--- config.mk ---
export PLATFORM = sky130hd
export DESIGN_NAME = commit_unit_flat
export DESIGN_NICKNAME = d
export VERILOG_FILES = /design/src/rtl/commit_if.sv /design/src/rtl/commit_unit.sv /design/src/flat_wrapper.sv
export SDC_FILE = /design/constraint.sdc
export NUM_CORES = 1
export LEC_CHECK = 0
export BUFFER_PORTS_ARGS = -buffer_cell sky130_fd_sc_hd__buf_2
export CORE_UTILIZATION = 43
export CTS_CLUSTER_DIAMETER = 40
export CTS_CLUSTER_SIZE = 8
export DETAILED_ROUTE_END_ITERATION = 10
export GPL_TIMING_DRIVEN = 0
export PLACE_DENSITY = 0.78
export SKIP_LAST_GASP = 1
export SYNTH_ARGS = -nofsm -noshare
export SYNTH_HDL_FRONTEND = slang
export SYNTH_SLANG_ARGS = --single-unit
--- constraint.sdc ---
create_clock -name clk_i -period 2.1 [get_ports clk_i]
set_input_delay 0 -clock clk_i [delete_from_list [all_inputs] [get_ports clk_i]]
set_output_delay 0 -clock clk_i [all_outputs]
set_load 0.005 [all_outputs]
--- src/rtl/commit_if.sv ---
// Commit-stage bundle between the reorder buffer / LSQ / rename side and commit_unit.
// Signal names keep the ROB-facing _i/_o suffixes as seen from commit_unit.
interface commit_if #(
    parameter int ROBsize = 16
);
    localparam int addrSize = $clog2(ROBsize);

    logic [78:0]       commitReadData_i;
    logic [addrSize:0] head_i;
    logic              storeAck_i;

    logic              updateHead_o;
    logic              needToRestore_o;
    logic              redirectValid_o;
    logic [63:0]       redirectPc_o;
    logic              rfWriteEn_o;
    logic [4:0]        rfWriteAddr_o;
    logic [63:0]       rfWriteData_o;
    logic              renameClearEn_o;
    logic [addrSize:0] renameClearTag_o;
    logic              storeReq_o;
    logic [addrSize:0] storeTag_o;
    logic              halted_o;
    logic [31:0]       retireCount_o;

    // master: the commit unit itself
    modport master (
        input  commitReadData_i, head_i, storeAck_i,
        output updateHead_o, needToRestore_o, redirectValid_o, redirectPc_o,
               rfWriteEn_o, rfWriteAddr_o, rfWriteData_o,
               renameClearEn_o, renameClearTag_o,
               storeReq_o, storeTag_o, halted_o, retireCount_o
    );

    // slave: ROB, register file, rename table and LSQ side
    modport slave (
        output commitReadData_i, head_i, storeAck_i,
        input  updateHead_o, needToRestore_o, redirectValid_o, redirectPc_o,
               rfWriteEn_o, rfWriteAddr_o, rfWriteData_o,
               renameClearEn_o, renameClearTag_o,
               storeReq_o, storeTag_o, halted_o, retireCount_o
    );
endinterface

--- src/rtl/commit_unit.sv ---
// In-order retirement of the ROB head: register writeback, store release,
// mispredict recovery and halt.
module commit_unit #(
    parameter int ROBsize = 16
) (
    input  logic     clk_i,
    input  logic     reset_i,
    commit_if.master cif
);
    localparam int addrSize = $clog2(ROBsize);

    typedef enum logic [1:0] {
        COMMIT,
        STORE_WAIT,
        RESTORE,
        HALTED
    } state_e;

    state_e            state_q, state_d;
    logic [63:0]       redirect_pc_q, redirect_pc_d;
    logic              store_req_q, store_req_d;
    logic [addrSize:0] store_tag_q, store_tag_d;
    logic              restore_q, restore_d;
    logic              halted_q, halted_d;
    logic [31:0]       retire_cnt_q, retire_cnt_d;

    logic              pop;
    logic              wr_en;

    // Head entry fields; bits [78:74] are reserved and deliberately unused.
    logic [63:0]       ent_value;
    logic              ent_done;
    logic [4:0]        ent_dest;
    logic              ent_regwrite;
    logic              ent_store;
    logic              ent_mispredict;
    logic              ent_halt;

    assign ent_value      = cif.commitReadData_i[63:0];
    assign ent_done       = cif.commitReadData_i[64];
    assign ent_dest       = cif.commitReadData_i[69:65];
    assign ent_regwrite   = cif.commitReadData_i[70];
    assign ent_store      = cif.commitReadData_i[71];
    assign ent_mispredict = cif.commitReadData_i[72];
    assign ent_halt       = cif.commitReadData_i[73];

    always_comb begin
        state_d       = state_q;
        redirect_pc_d = redirect_pc_q;
        store_req_d   = store_req_q;
        store_tag_d   = store_tag_q;
        restore_d     = 1'b0;
        halted_d      = halted_q;
        retire_cnt_d  = retire_cnt_q;
        pop           = 1'b0;
        wr_en         = 1'b0;

        unique case (state_q)
            COMMIT: begin
                if (ent_done) begin
                    // halt outranks store, store outranks mispredict
                    if (ent_halt) begin
                        pop          = 1'b1;
                        retire_cnt_d = retire_cnt_q + 32'd1;
                        halted_d     = 1'b1;
                        state_d      = HALTED;
                    end else if (ent_store) begin
                        store_req_d  = 1'b1;
                        store_tag_d  = cif.head_i;
                        state_d      = STORE_WAIT;
                    end else begin
                        pop          = 1'b1;
                        retire_cnt_d = retire_cnt_q + 32'd1;
                        wr_en        = ent_regwrite && (ent_dest != 5'd0);
                        if (ent_mispredict) begin
                            redirect_pc_d = ent_value;
                            restore_d     = 1'b1;
                            state_d       = RESTORE;
                        end
                    end
                end
            end
            STORE_WAIT: begin
                if (cif.storeAck_i) begin
                    pop          = 1'b1;
                    retire_cnt_d = retire_cnt_q + 32'd1;
                    store_req_d  = 1'b0;
                    store_tag_d  = '0;
                    state_d      = COMMIT;
                end
            end
            RESTORE: begin
                // The head seen here is on the wrong path and is flushed, never committed.
                state_d = COMMIT;
            end
            HALTED: begin
                state_d = HALTED;
            end
            default: begin
                state_d = COMMIT;
            end
        endcase

        // Combinational outputs read as zero while reset is held.
        if (!reset_i) begin
            pop   = 1'b0;
            wr_en = 1'b0;
        end
    end

    always_ff @(posedge clk_i or negedge reset_i) begin
        if (!reset_i) begin
            state_q       <= COMMIT;
            redirect_pc_q <= '0;
            store_req_q   <= 1'b0;
            store_tag_q   <= '0;
            restore_q     <= 1'b0;
            halted_q      <= 1'b0;
            retire_cnt_q  <= '0;
        end else begin
            state_q       <= state_d;
            redirect_pc_q <= redirect_pc_d;
            store_req_q   <= store_req_d;
            store_tag_q   <= store_tag_d;
            restore_q     <= restore_d;
            halted_q      <= halted_d;
            retire_cnt_q  <= retire_cnt_d;
        end
    end

    assign cif.updateHead_o     = pop;
    assign cif.rfWriteEn_o      = wr_en;
    assign cif.rfWriteAddr_o    = wr_en ? ent_dest : 5'd0;
    assign cif.rfWriteData_o    = wr_en ? ent_value : 64'd0;
    assign cif.renameClearEn_o  = wr_en;
    assign cif.renameClearTag_o = reset_i ? cif.head_i : '0;

    assign cif.needToRestore_o  = restore_q;
    assign cif.redirectValid_o  = restore_q;
    assign cif.redirectPc_o     = redirect_pc_q;
    assign cif.storeReq_o       = store_req_q;
    assign cif.storeTag_o       = store_tag_q;
    assign cif.halted_o         = halted_q;
    assign cif.retireCount_o    = retire_cnt_q;
endmodule

--- src/flat_wrapper.sv ---
// flat-port wrapper written by rule: the top's interface ports become plain ports
module commit_unit_flat 
#(
    parameter int ROBsize = 16
)
  (clk_i, reset_i, cif_commitReadData_i, cif_head_i, cif_storeAck_i, cif_updateHead_o, cif_needToRestore_o, cif_redirectValid_o, cif_redirectPc_o, cif_rfWriteEn_o, cif_rfWriteAddr_o, cif_rfWriteData_o, cif_renameClearEn_o, cif_renameClearTag_o, cif_storeReq_o, cif_storeTag_o, cif_halted_o, cif_retireCount_o);
  commit_if #(.ROBsize(ROBsize)) cif_i ();
  input  logic clk_i;
  input  logic reset_i;
  input wire logic [$bits(cif_i.commitReadData_i)-1:0] cif_commitReadData_i;
  input wire logic [$bits(cif_i.head_i)-1:0] cif_head_i;
  input wire logic [$bits(cif_i.storeAck_i)-1:0] cif_storeAck_i;
  output wire logic [$bits(cif_i.updateHead_o)-1:0] cif_updateHead_o;
  output wire logic [$bits(cif_i.needToRestore_o)-1:0] cif_needToRestore_o;
  output wire logic [$bits(cif_i.redirectValid_o)-1:0] cif_redirectValid_o;
  output wire logic [$bits(cif_i.redirectPc_o)-1:0] cif_redirectPc_o;
  output wire logic [$bits(cif_i.rfWriteEn_o)-1:0] cif_rfWriteEn_o;
  output wire logic [$bits(cif_i.rfWriteAddr_o)-1:0] cif_rfWriteAddr_o;
  output wire logic [$bits(cif_i.rfWriteData_o)-1:0] cif_rfWriteData_o;
  output wire logic [$bits(cif_i.renameClearEn_o)-1:0] cif_renameClearEn_o;
  output wire logic [$bits(cif_i.renameClearTag_o)-1:0] cif_renameClearTag_o;
  output wire logic [$bits(cif_i.storeReq_o)-1:0] cif_storeReq_o;
  output wire logic [$bits(cif_i.storeTag_o)-1:0] cif_storeTag_o;
  output wire logic [$bits(cif_i.halted_o)-1:0] cif_halted_o;
  output wire logic [$bits(cif_i.retireCount_o)-1:0] cif_retireCount_o;
  assign cif_i.commitReadData_i = cif_commitReadData_i;
  assign cif_i.head_i = cif_head_i;
  assign cif_i.storeAck_i = cif_storeAck_i;
  assign cif_updateHead_o = cif_i.updateHead_o;
  assign cif_needToRestore_o = cif_i.needToRestore_o;
  assign cif_redirectValid_o = cif_i.redirectValid_o;
  assign cif_redirectPc_o = cif_i.redirectPc_o;
  assign cif_rfWriteEn_o = cif_i.rfWriteEn_o;
  assign cif_rfWriteAddr_o = cif_i.rfWriteAddr_o;
  assign cif_rfWriteData_o = cif_i.rfWriteData_o;
  assign cif_renameClearEn_o = cif_i.renameClearEn_o;
  assign cif_renameClearTag_o = cif_i.renameClearTag_o;
  assign cif_storeReq_o = cif_i.storeReq_o;
  assign cif_storeTag_o = cif_i.storeTag_o;
  assign cif_halted_o = cif_i.halted_o;
  assign cif_retireCount_o = cif_i.retireCount_o;
  commit_unit #(.ROBsize(ROBsize)) u_core (.clk_i(clk_i), .reset_i(reset_i), .cif(cif_i));
endmodule
==> impl_results.md <==
* Status: complete, but fails checks
* Failing checks: negative setup slack
* Setup TNS at -9350 ps
* Clk root buf: clkbuf_16
* Die H at 108 µm
* Power, Total at 7490 µW
* Clock transition at path regs at 70 ps
* Max Cap Viol at 0
* Layout cells sized above 1 at 0.554
* Seq/Total Area, Yosys at 0.545
* Met1 wire length at 5600 µm
* PD cells at 942 nW/µm²
* FMAX at 434 MHz
* TritonCTS clock tree: yes
* Synth unique cells at 33
* Synthesis Warnings at 0
* Leak pwr at 0.00414 µW
* Worst path required time at 2100 ps
* Hold_sp: cif_commitReadData_i[71]
* Die Width at 108 µm
* Drt drc at 0
* Top cell type's share of synthesized area at 0.545
* Diode count at 0
* Setup Skew at 8.36 ps
* Register-to-Register Path Depth at 8
* Period utilization at 1.10
* Simple-Gate Fraction of Synth Area at 0.185
* Post-Synth Adder-Cell Area at 0.00257
* First-pass GRT wire length at 21,500 µm
* Vias per std cell at 4.86
* Hold path depth at 4
* Final setup fails at 66
* Post-synth top area cell: dfrtp_1
* CP Launch Type: flip-flop
* Antenna viol nets, final at 0
* Kind of end point of the critical path: primary output
* Syn Area/Cell at 12.5 µm²
* Min setup slack post-route at -204 ps
* Drt first pass iters at 4
* Register area at 2650 µm²
* Register-to-register setup slack at 30 ps
* Dpl hpwl at 9350 µm
* Slew @ Worst Pin at 560 ps
* GRT overflow at 0
* Cell count after synthesis at 388
* Initial antenna violation count at 0
* Final net count at 839
* Multiplexer share of the synthesized area at 0.152
* Syn_nets at 476
* IR drop worst, VDD at 0.000623 V
* Vias at 4,354
* Commonest register cell after synthesis: dfrtp_1
* Synth Area in XOR/XNOR at 0.0558
* RSZ-0062 raised after global routing: yes
* CTS sink count at 106
* Largest family of logic cells by synthesized area: simple AND/OR/NAND/NOR gates
* Final Util at 0.727
* Min-Delay Path Class: input pin to flip-flop
* I/O pin count at 269
* Crit path DAT at 2300 ps
* Synthesized area at 4870 µm²
* Yosys reg bits at 106
* Clk Latency, worst-skew pair at 340 ps
* Final hold violations at 0
* Largest net degree at the start of global routing at 64
* Area growth syn-to-layout at 63.2%
* Port Buffers at 263
* Multi-input gate area at 2100 µm²
* Reg-to-reg endpoint: u_core.cif.retireCount_o[20]$_DFFE_PN0P_
* Starting Density at 0.445
* Area contributors post-synth: dfrtp_1 (54%), mux2_2 (15%), and2_1 (9.8%), xnor2_1 (4.3%), buf_6 (3.0%)
* Placement Rows at 38
* Gpl congestion at 0.787
* CP max FO at 6
* Core ar. at 10,900 µm²
* RR Startpoint: u_core.state_q[0]$_DFFE_PN0P_
* DR WL/cell at 17.0 µm
* Initial DRC count at 222
* Top sig layer: met4
* EDFF count, synth at 0
* CP Launch Point: u_core.state_q[0]$_DFFE_PN0P_
* GRT Util Overall at 0.238
* Setup CP Type: flip-flop to primary output
* Detailed Route WL at 15,200 µm
* CTS max path bufs at 2
* CTS Buf Count at 9
* Min Clock Period, post-route at 2300 ps
* Met3 WL at 869 µm
* FFs w/ async S/R, synth at 1.00
* Routed length on met2 at 8310 µm
* Post-synthesis compound-gate area fraction at 0.0149
* Hold EP: u_core.state_q[1]$_DFFE_PN0P_
* Die area at 11,800 µm²
* Depth of the CTS H-tree at 3
* Slew headroom at 0.626
* Vias in the first global route at 4,409
* Worst hold margin at 54.7 ps
* Max Slew Vio Count at 0
* Fillers at 723
==> sequential cells by signal, indices dropped and copies added (netlist names) <==
name and flops:
u_core.cif.halted_o 1, u_core.cif.storeTag_o 5, u_core.cif.retireCount_o 32, u_core.cif.redirectPc_o 64
u_core.state_q 2, u_core.cif.storeReq_o 1, u_core.cif.needToRestore_o 1
==> layer usage <==
metal | GRT usage | up-vias
met5 | 0 | -
met4 | 0.100 | 0
met3 | 0.0476 | 32
met2 | 0.444 | 182
met1 | 0.260 | 2112
li1 | - | 2028
==> kinds of logic (layout without fill, tap and decap cells) <==
family,Yosys count,in the layout
buf+inv,29,397
flops,106,106
fa+ha+maj,1,1
simple gates,142,142
xor+xnor,31,31
mux,66,66
compound gates,13,13
==> layout by cell type, fill, tap and decap left out, types with 2 or more instances in the layout <==
cell / count
dfrtp_1: 105
buf_2: 235
o21ai_0: 8
clkinvlp_4: 3
nor3_2: 2
and2_1: 42
and2_4: 34
bufinv_16: 2
buf_4: 12
nor2_1: 3
nand3_1: 13
nand2_1: 13
and3_1: 7
buf_8: 3
mux2_2: 65
xnor2_1: 24
inv_1: 10
clkbuf_1: 2
a21oi_1: 2
nand3b_1: 6
xor2_1: 7
nand4_1: 5
dlygate4sd3_1: 74
nor4_4: 2
buf_16: 2
nand2b_1: 2
and4_1: 5
buf_6: 39
clkbuf_16: 12
==> cells in the mapped netlist (2+ instances only) <==
cell type / n
nor2_1: 3
nor3_2: 2
buf_4: 3
inv_1: 10
mux2_2: 65
buf_6: 13
dfrtp_1: 106
nand3_1: 13
and3_1: 7
nand2_1: 13
nand3b_1: 6
xor2_1: 7
nand2b_1: 2
nor4_4: 2
nor3_1: 2
o21ai_0: 8
and4_1: 5
and2_1: 76
clkbuf_1: 2
xnor2_1: 24
o21a_1: 2
a21oi_1: 2
nand4_1: 5
==> stage by stage <==
stage | setup slack [ps] | cell area, µm² | instances
after CTS | -194 | 7530 | 887
final | -204 | 7950 | 896
after global placement | -1020 | 6360 | 791
after floorplan | 329 | 4870 | 388
after detailed placement | 55.7 | 6390 | 792
after global routing | -291 | 7950 | 896
==> layout make-up <==
cell class,instances,share of cell area
Buffer,19,0.0253
Clock buffer,9,0.0283
Clock inverter,7,0.0129
Inverter,10,0.00472
Multi-Input combinational cell,253,0.265
Sequential cell,106,0.334
Tap cell,140,0.0220
Timing Repair Buffer,352,0.308
==> where the power goes <==
| group | total, µW | switching [µW] | internal (µW) |
|---|---|---|---|
| Combinational | 2400 | 995 | 1400 |
| Clock | 1840 | 782 | 1060 |
| Sequential | 3250 | 441 | 2810 |
==> how the worst max path moves through the flow <==
stage	endpoint	slack, ps
2_1_floorplan	u_core.cif.retireCount_o[31]$_DFFE_PN0P_	330
3_3_place_gp	cif_rfWriteData_o[48]	-1020
3_5_place_dp	cif_rfWriteData_o[48]	60
4_1_cts	cif_rfWriteData_o[48]	-190
5_1_grt	cif_rfWriteData_o[21]	-290
6_report	cif_rfWriteData_o[21]	-200
==> repair_timing <==
| item | CTS | global route |
|---|---|---|
| gates resized for setup | 5 | 74 |
| hold buffers | 75 | 0 |
| cloned | 1 | 6 |
| hold endpoints to repair | 115 | 0 |
| setup buffers | 3 | 5 |
| pin swaps | 1 | 32 |
| setup endpoints to repair | 66 | 71 |
==> worst max-delay path, cell delays in order (launching register included) <==
cell and delay (ps):
dfrtp_1 390, or3b_4 440, nor3_4 180, and3_4 220, o21a_4 180, buf_12 150
buf_4 140, and2_1 140, buf_2 110
Power figures use the tool's default switching activity.
